<file path="src/rtl/fetch_tag_check.sv">
// -----------------------------------------------------------------------------
// fetch_tag_check
//
// Purpose:
//   Fetch-stage tag compare and miss handling. It compares the tag-memory read
//   result against the requested tag. A hit is registered to the
//   instruction-read stage. A miss is captured, and the block then runs a
//   line-fill handshake (REQ -> WAIT_FILL). It writes the new tag (UPDATE) and
//   replays the missed fetch as a hit (REPLAY). While a miss is in flight,
//   stall_o holds off new tag queries.
//
// Optional feature:
//   FETCH_TAG_CHECK_PERF_CNT_EN - when defined, adds 32-bit hit and miss
//   performance counters (hitCount_o, missCount_o).
//
// Ports:
//   clock_i           rising-edge clock
//   reset_i           asynchronous active-low reset
//   flushPipeline_i   pipeline flush
//   fetchUnitStall_i  downstream stall; holds hit_o/index_o/offset_o
//   enable_i          tag-query result valid
//   tag_i             requested tag
//   queriedTag_i      stored entry {tag, valid}
//   index_i/offset_i  set index / byte offset of the query
//   hit_o/index_o/offset_o  registered hit to the instruction-read stage
//   stall_o           busy with a miss; blocks upstream queries
//   missReq_o/missAddr_o    line-fill request and line address
//   missAck_i         fill request accepted
//   fillDone_i        line data written
//   newTag_o/newIndex_o/updateEnable_o  one-cycle tag-memory write
//   hitCount_o/missCount_o  performance counters (optional)
// -----------------------------------------------------------------------------
module fetch_tag_check #(
    parameter int offsetSize = 5,
    parameter int indexSize  = 8,
    parameter int tagSize    = 64 - (offsetSize + indexSize)
) (
    input  logic                  clock_i,
    input  logic                  reset_i,
    input  logic                  flushPipeline_i,
    input  logic                  fetchUnitStall_i,
    input  logic                  enable_i,
    input  logic [tagSize-1:0]    tag_i,
    input  logic [tagSize:0]      queriedTag_i,
    input  logic [indexSize-1:0]  index_i,
    input  logic [offsetSize-1:0] offset_i,
    output logic                  hit_o,
    output logic [indexSize-1:0]  index_o,
    output logic [offsetSize-1:0] offset_o,
    output logic                  stall_o,
    output logic                  missReq_o,
    output logic [63:0]           missAddr_o,
    input  logic                  missAck_i,
    input  logic                  fillDone_i,
    output logic [tagSize-1:0]    newTag_o,
    output logic [indexSize-1:0]  newIndex_o,
    output logic                  updateEnable_o
`ifdef FETCH_TAG_CHECK_PERF_CNT_EN
    ,
    output logic [31:0]           hitCount_o,
    output logic [31:0]           missCount_o
`endif
);

    typedef enum logic [2:0] {
        IDLE,
        REQ,
        WAIT_FILL,
        UPDATE,
        REPLAY
    } state_t;

    state_t                  state_q, state_d;
    logic [tagSize-1:0]      cap_tag_q;
    logic [indexSize-1:0]    cap_index_q;
    logic [offsetSize-1:0]   cap_offset_q;
    logic                    flushed_q;   // flush seen after the fill was acked
    logic                    hit_q;
    logic [indexSize-1:0]    index_q;
    logic [offsetSize-1:0]   offset_q;

    logic is_hit;
    logic idle_accept;
    logic capture;
    logic replay_load;

    assign is_hit = enable_i && queriedTag_i[0] && (queriedTag_i[tagSize:1] == tag_i);

    // A query is taken only in IDLE with the downstream free and no flush.
    // A flushed query belongs to the squashed instruction stream.
    assign idle_accept = (state_q == IDLE) && !fetchUnitStall_i && !flushPipeline_i && enable_i;
    assign capture     = idle_accept && !is_hit;

    // The replay hit is presented on entry to REPLAY even under a downstream
    // stall; the stall then keeps it on the outputs until it is consumed.
    assign replay_load = (state_q == UPDATE) && !flushed_q && !flushPipeline_i;

    // ---------------------------------------------------------------------
    // Next-state logic
    // ---------------------------------------------------------------------
    // NOTE: state_d gets a default before the case so that no path leaves it
    // unassigned; otherwise synthesis would infer a latch.
    always_comb begin
        state_d = state_q;
        case (state_q)
            IDLE:      if (capture) state_d = REQ;
            // An ack in the same cycle as a flush means the fill is already
            // committed, so it must be followed through to the tag write.
            REQ:       if (missAck_i) state_d = WAIT_FILL;
                       else if (flushPipeline_i) state_d = IDLE;
            // fillDone_i is only looked at from here on.
            WAIT_FILL: if (fillDone_i) state_d = UPDATE;
            UPDATE:    state_d = (flushed_q || flushPipeline_i) ? IDLE : REPLAY;
            REPLAY:    if (flushPipeline_i || !fetchUnitStall_i) state_d = IDLE;
            default:   state_d = IDLE;
        endcase
    end

    // ---------------------------------------------------------------------
    // State register and captured miss fields
    // ---------------------------------------------------------------------
    // NOTE: every register, including the captured miss fields, is reset.
    // This keeps the outputs at zero under reset and makes the first miss
    // address deterministic in simulation.
    always_ff @(posedge clock_i or negedge reset_i) begin
        if (!reset_i) begin
            // NOTE: sequential state always uses non-blocking assignment so
            // that every flop samples the pre-edge values of the others.
            state_q      <= IDLE;
            cap_tag_q    <= '0;
            cap_index_q  <= '0;
            cap_offset_q <= '0;
            flushed_q    <= 1'b0;
        end else begin
            state_q <= state_d;
            if (capture) begin
                cap_tag_q    <= tag_i;
                cap_index_q  <= index_i;
                cap_offset_q <= offset_i;
                flushed_q    <= 1'b0;
            end else if (flushPipeline_i &&
                         ((state_q == WAIT_FILL) || ((state_q == REQ) && missAck_i))) begin
                flushed_q <= 1'b1;
            end
        end
    end

    // ---------------------------------------------------------------------
    // Hit output registers
    // ---------------------------------------------------------------------
    always_ff @(posedge clock_i or negedge reset_i) begin
        if (!reset_i) begin
            hit_q    <= 1'b0;
            index_q  <= '0;
            offset_q <= '0;
        end else if (flushPipeline_i) begin
            hit_q    <= 1'b0;
            index_q  <= '0;
            offset_q <= '0;
        end else if (replay_load) begin
            hit_q    <= 1'b1;
            index_q  <= cap_index_q;
            offset_q <= cap_offset_q;
        end else if (fetchUnitStall_i) begin
            hit_q    <= hit_q;
        end else if (state_q == IDLE) begin
            hit_q <= is_hit;
            if (is_hit) begin
                index_q  <= index_i;
                offset_q <= offset_i;
            end
        end else begin
            // Busy with a miss, or leaving REPLAY after the replay was consumed.
            hit_q <= 1'b0;
        end
    end

    assign hit_o    = hit_q;
    assign index_o  = index_q;
    assign offset_o = offset_q;

    // ---------------------------------------------------------------------
    // Miss request and tag write, decoded from the state register
    // ---------------------------------------------------------------------
    assign stall_o        = (state_q != IDLE);
    assign missReq_o      = (state_q == REQ);
    assign missAddr_o     = missReq_o ? 64'({cap_tag_q, cap_index_q, {offsetSize{1'b0}}}) : '0;
    assign updateEnable_o = (state_q == UPDATE);
    assign newTag_o       = updateEnable_o ? cap_tag_q : '0;
    assign newIndex_o     = updateEnable_o ? cap_index_q : '0;

`ifdef FETCH_TAG_CHECK_PERF_CNT_EN
    // ---------------------------------------------------------------------
    // Performance counters. Both wrap naturally, and flush does not clear them.
    // ---------------------------------------------------------------------
    logic [31:0] hit_count_q;
    logic [31:0] miss_count_q;

    always_ff @(posedge clock_i or negedge reset_i) begin
        if (!reset_i) begin
            hit_count_q  <= '0;
            miss_count_q <= '0;
        end else begin
            if (idle_accept && is_hit) hit_count_q <= hit_count_q + 32'd1;
            if (capture)               miss_count_q <= miss_count_q + 32'd1;
        end
    end

    assign hitCount_o  = hit_count_q;
    assign missCount_o = miss_count_q;
`endif

endmodule

</file>
<file path="config.mk">
export PLATFORM = sky130hd
export DESIGN_NAME = fetch_tag_check
export DESIGN_NICKNAME = d
export VERILOG_FILES = /design/src/rtl/fetch_tag_check.sv
export SDC_FILE = /design/constraint.sdc
export NUM_CORES = 1
export LEC_CHECK = 0
export BUFFER_PORTS_ARGS = -buffer_cell sky130_fd_sc_hd__buf_2
export CAP_MARGIN = 20
export CORE_ASPECT_RATIO = 1.75
export CORE_MARGIN = 8
export CORE_UTILIZATION = 45
export DETAILED_ROUTE_END_ITERATION = 10
export PLACE_DENSITY = 0.8
export SKIP_LAST_GASP = 1
export SLEW_MARGIN = 20
export SYNTH_ARGS = -nofsm -noshare
export SYNTH_HDL_FRONTEND = slang
export SYNTH_SLANG_ARGS = --single-unit
export TNS_END_PERCENT = 20
</file>
<file path="constraint.sdc">
create_clock -name clock_i -period 2.93 [get_ports clock_i]
set_input_delay 0.293 -clock clock_i [delete_from_list [all_inputs] [get_ports clock_i]]
set_output_delay 0.293 -clock clock_i [all_outputs]
set_load 0.005 [all_outputs]
</file>
==> results of run 1 <==
-- cell type report --
cell class	instances	area [um^2]	area share, %
clock buffers	9	225	3.45
clock inverters	7	70.1	1.07
multi-input cells	333	2630	40.3
flip-flops and latches	82	2050	31.5
well taps	130	163	2.49
repair buffers	266	1390	21.2
-- cells in the mapped netlist --
cell type and n:
and2_1 118, dfrtp_1 82, xor2_1 49, mux2_4 38, mux2_2 26, clkbuf_1 21
nand2_1 16, nand3_1 16, nor2_1 16, a311oi_1 13, nor4_1 13, buf_4 5
buf_6 5, a21oi_1 4, nand4_1 3, buf_2 2, nand2b_1 2, nor2b_1 2
or3_1 2, a21o_1 1, a31oi_1 1, and3b_1 1, and4bb_1 1, conb_1 1
nand3b_1 1, nor3b_1 1, nor4_4 1, o21a_1 1, or4_1 1, xnor2_1 1
-- logic make-up (layout without fill, tap and decap cells) --
logic type      Yosys count  count (layout)  share of synthesized area, %
compound gates           20              20                          3.21
xor+xnor                 50              50                          9.06
buf+inv                  33             282                          3.78
flops                    82              82                          42.4
mux                      64              64                          17.9
other cells               1               5                        0.0775
simple gates            194             194                          23.6
-- report_power, final --
group	leakage [nW]	internal [mW]	total (mW)	switching, mW
clock	0.145	0.658	1.11	0.453
combinational	2.33	1.16	1.99	0.834
sequential	1.01	1.62	2.03	0.402
total	3.48	3.44	5.13	1.69
-- critical path: stages, from the launching register on --
cell and delay [ps]:
dfrtp_1 450, or3_1 400, nor2_1 220, and4bb_4 580, buf_12 260, mux2_2 360
-- registers in the layout (all words and copies together), names as in the netlist --
register      cells
hit_o             1
cap_offset_q      5
state_q           3
offset_o          5
cap_index_q       8
cap_tag_q        51
flushed_q         1
index_o           8
-- layout by cell type, fill, tap and decap left out --
cell type and count:
o21a_1 1, a21o_1 1, clkinv_2 3, nor4_4 1, buf_2 256, xnor2_1 1
nand2_1 16, nand3b_1 1, conb_1 5, buf_12 2, a21oi_1 4, a31oi_1 1
or4_1 1, nand2b_1 2, clkinv_4 2, buf_6 1, mux2_2 26, nor3b_2 1
dfrtp_1 82, and2_1 118, nor2_1 16, buf_4 7, a311oi_1 13, and3b_2 1
nand4_1 3, clkinvlp_4 1, clkbuf_16 9, nor4_1 13, and4bb_4 1, or3_1 2
mux2_4 38, xor2_1 49, nor2b_1 2, nand3_1 16, bufinv_16 1
-- path summary, 6_finish.rpt --
path | start | endpoint | slack (ps) | cells after the start
setup / recovery | state_q[1] | cap_tag_q[1] | 520 | 5
hold / removal | reset_i | cap_tag_q[38] | 20 | 1
setup reg to reg | state_q[1] | cap_tag_q[1] | 520 | 5
hold reg to reg | flushed_q | flushed_q | 500 | 2
max in group asynchronous | reset_i | cap_tag_q[45] | 2400 | 1
min in group clock_i | index_i[1] | cap_index_q[1] | 210 | 2
-- through the flow --
| stage | total power, mW | setup WS (ps) |
|---|---|---|
| after floorplan | 3.12 | 719 |
| after global placement | 3.94 | 286 |
| after detailed placement | 4.06 | 239 |
| after CTS | 5.18 | 524 |
| after global routing | 5.46 | 392 |
| final | 5.13 | 519 |
-- layer usage --
metal | track usage, % | wire length [um]
met4 | 10.1 | 499
met5 | 0 | 0
met3 | 5.25 | 1210
met1 | 22.7 | 5500
met2 | 40.8 | 8870
==> results.yml, run 1 <==
synthesis:
  synth_top_area_share_pct: 42.4
  synth_area_leader_cell: "dfrtp_1"
  synth_area_per_cell_um2: 10.9
  synthesis.instances: 444
  synth.distinct_cells: 30
  synth.ff_latch_count: 82
  ys_seq_area_share_pct: 42.4
  synth_area_um2: 4840
  yosysWarnings: 0
  synth_area_leaders: "dfrtp_1 42%, and2_1 15%, mux2_4 12%"
floorplanning:
  die_y_um: 153
  design.die.area_um2: 14500
  core_um2: 10600
  die_w_um: 94.4
  row_count: 50
  initial_core_util_pct: 45.7
  pin_count: 263
status:
  status: "finished clean"
clock_network:
  htreeDepth: 3
  postCtsHoldBufs: 0
  cts_root_buffer: "clkbuf_16"
  cts.sinks: 82
  clk_pin_slew_ps: 60
  postCtsSetupBuffers: 0
  clockBufferDepth: 2
  clkLatencyLatePin_ps: 330
  cts-resized-gates: 0
  numCtsBuffers: 9
  cts_tree: "done"
timing:
  period_needed_ps: 2410
  finalHoldViolCount: 0
  tightest_slew_ps: 754
  fin_tns_setup_ps: 0
  setup_viol: 0
  fmax_mhz: 415
  finalClockSkew_ps: 5.72
  post-route-period-util_pct: 82.3
  relSlewSlack_pct: 49.7
  drv_slew: 0
  rsz0062_at_grt: "no"
  whs_ps: 15.3
placement:
  hpwl_um: 13000
  port_buffers: 257
  dp.cells: 811
  placed_area_um2: 6220
  gp_congestion: 0.839
worst_setup_path:
  crit_fanout: 23
  crit_path_end_kind: "register"
  cp_data_arrival_time_ps: 2620
  setup.worst_path.start_class: "register"
  critPathRequiredTime_ps: 3140
  criticalPathCategory: "register to register"
power_and_ir_drop:
  ir_drop_uv: 458
  powerDensity_nw_per_um2: 787
  p_leak_nw: 3.48
global_routing:
  grt_max_degree: 83
  antenna_found_initial: 0
  grt_pass1_wl_um: 25100
  first_global_vias: 4772
  track_usage_pct: 22.3
  overflow: 0
drt:
  first_iter_violations: 135
  wl_per_cell_um: 19.4
  vias: 4259
  final_antenna_net_count: 0
  wl_um: 16100
  avgViaCountPerCell: 5.15
  firstDrtPassIters: 4
  drc_errors: 0
final_layout:
  finish.utilization_pct: 61.7
  drive_gt1_share_pct: 50.2
  final_area_um2: 6520
  insertedDiodeCount: 0
  final_nets: 815
  syn2layout_area_growth_pct: 34.9
  instances_no_fill: 827
  fill_cells: 912
flow_run:
  maxCapViolations: 0
worst_hold_path:
  hp-class: "input pin to async pin"
No activity file was read; power rests on OpenSTA's default activity.
==> inputs of run 2 (changes only) <==
==> constraint.sdc (replaced) <==
create_clock -name clock_i -period 2.3 [get_ports clock_i]
set_input_delay 0.23 -clock clock_i [delete_from_list [all_inputs] [get_ports clock_i]]
set_output_delay 0.23 -clock clock_i [all_outputs]
set_load 0.005 [all_outputs]
==> run 2 against run 1 <==
Clock power up 43%. Hold slack better by 120 ps. Die area unchanged. Critical endpoint is now newTag_o[6].
==> results.yml, run 2 (synthesized netlist as in run 1, its figures left out) <==
status:
  status: "finished clean"
timing:
  fin_tns_setup_ps: 0
  tightest_slew_ps: 557
  finalHoldViolCount: 0
  fmax_mhz: 472
  drv_slew: 0
  finalClockSkew_ps: 8.28
  period_needed_ps: 2120
  relSlewSlack_pct: 62.9
  setup_viol: 0
  rsz0062_at_grt: "no"
  post-route-period-util_pct: 92.0
  setup_ws_ps: 183
worst_hold_path:
  hp-class: "input pin to register"
  min_from: "index_i[4]"
  min_to: "cap_index_q[4]"
  whs_path_depth: 2
worst_setup_path:
  cp_cell_sequence: "and3b_2 > buf_12 > and2_1 > buf_2"
  cp_num_cells: 4
  r2r_start: "state_q[2]"
  crit_start: "state_q[2]"
  crit_fanout: 35
  critPathBufInv: 2
  cp_data_arrival_time_ps: 1890
  worst_r2r_endpoint: "offset_o[2]"
  reg2reg_depth: 7
  critPathRequiredTime_ps: 2070
  setup.worst_path.start_class: "register"
  criticalPathCategory: "register to output pin"
  cpMaxStageDelayCell: "and3b_2"
  slowest_delay_ps: 620
  crit_path_end_kind: "output pin"
  reg2reg_setup_slack_ps: 200
  critPathTopFamily: "simple AND/OR/NAND/NOR gates"
drt:
  first_iter_violations: 145
  wl_per_cell_um: 19.6
  avgViaCountPerCell: 5.20
  final_antenna_net_count: 0
  wl_um: 16500
  vias: 4377
  drc_errors: 0
  firstDrtPassIters: 5
clock_network:
  cts_root_buffer: "clkbuf_16"
  clk_pin_slew_ps: 60
  cts-resized-gates: 0
  clockBufferDepth: 2
  postCtsSetupBuffers: 0
  cts_tree: "done"
  clkLatencyLatePin_ps: 340
  cts.sinks: 82
  htreeDepth: 3
  numCtsBuffers: 9
final_layout:
  drive_gt1_share_pct: 51.1
  instances_no_fill: 842
  insertedDiodeCount: 0
  final_nets: 831
  syn2layout_area_growth_pct: 38.7
  final_common_cell: "buf_2"
  final_area_um2: 6710
  largest_register_ffs: 51
  top_register: "cap_tag_q"
  mostFrequentLayoutCells: "256 x buf_2, 118 x and2_1, 82 x dfrtp_1, 49 x xor2_1, 38 x mux2_4"
global_routing:
  overflow: 0
  first_global_vias: 4918
  track_usage_pct: 23.2
  antenna_found_initial: 0
  grt_max_degree: 50
  grt_pass1_wl_um: 26000
placement:
  port_buffers: 257
  pre_cts_ws_ps: -226
  dp.cells: 826
  hpwl_um: 13500
  gp_congestion: 0.836
  placed_area_um2: 6370
floorplanning:
  core_um2: 10600
  design.die.area_um2: 14500
  row_count: 50
  die_w_um: 94.4
  initial_core_util_pct: 45.7
  pin_count: 263
  die_y_um: 153
power_and_ir_drop:
  p_leak_nw: 3.59
  powerDensity_nw_per_um2: 1010
  power.total_mw: 6.79
  ir_drop_uv: 462
flow_run:
  maxCapViolations: 0
-- run 2: changes by cell type in the layout (fill, tap and decap cells not counted), moves of 2 or more --
cell and delta:
clkinv_4 -2, buf_12 +3, clkbuf_8 +2, buf_4 +13, clkinv_2 -2
-- run 2: how the worst max path moves through the flow --
stage	slack, ps	to
after CTS	130	cap_index_q[3]
after global placement	-200	cap_tag_q[50]
after global routing	60	cap_index_q[3]
after floorplan	150	offset_o[1]
after detailed placement	-230	cap_tag_q[28]
final	180	newTag_o[6]
-- run 2: routing by layer --
metal  track usage [%]  vias up  share of wire [%]
met5                 0        -                  0
met4              11.7        0                3.9
met3              4.90       45                7.3
met2              41.0      233                 54
met1              24.7     2092                 35
li1                  -     2007                  -
-- run 2: cell type report --
cell class                 instances  area (um^2)
fill                             861         3860
clock buffer                      11          253
tap                              130          163
sequential                        82         2050
multi-input combinational        333         2630
timing repair buffer             282         1540
clock inverter                     4         73.8
-- run 2: power breakdown --
part           switching [mW]  total, mW  internal, mW
combinational            1.10       2.63          1.53
sequential              0.505       2.57          2.07
clock                   0.587       1.59          1.01
total                    2.19       6.79          4.60
-- run 2: stage by stage --
step	util [%]	hold slack, ps
finish	63.5	140
global route	63.5	136
CTS	63.5	130
detailed placement	60.3	218
global placement	60.3	210
floorplan	-	-65.6
-- run 2: repair_timing --
item / 4_1_cts / 5_1_grt
endpoints found under the hold margin: 33 / 0
hold buffers: 1 / 0
endpoints found under the setup margin: 0 / 0
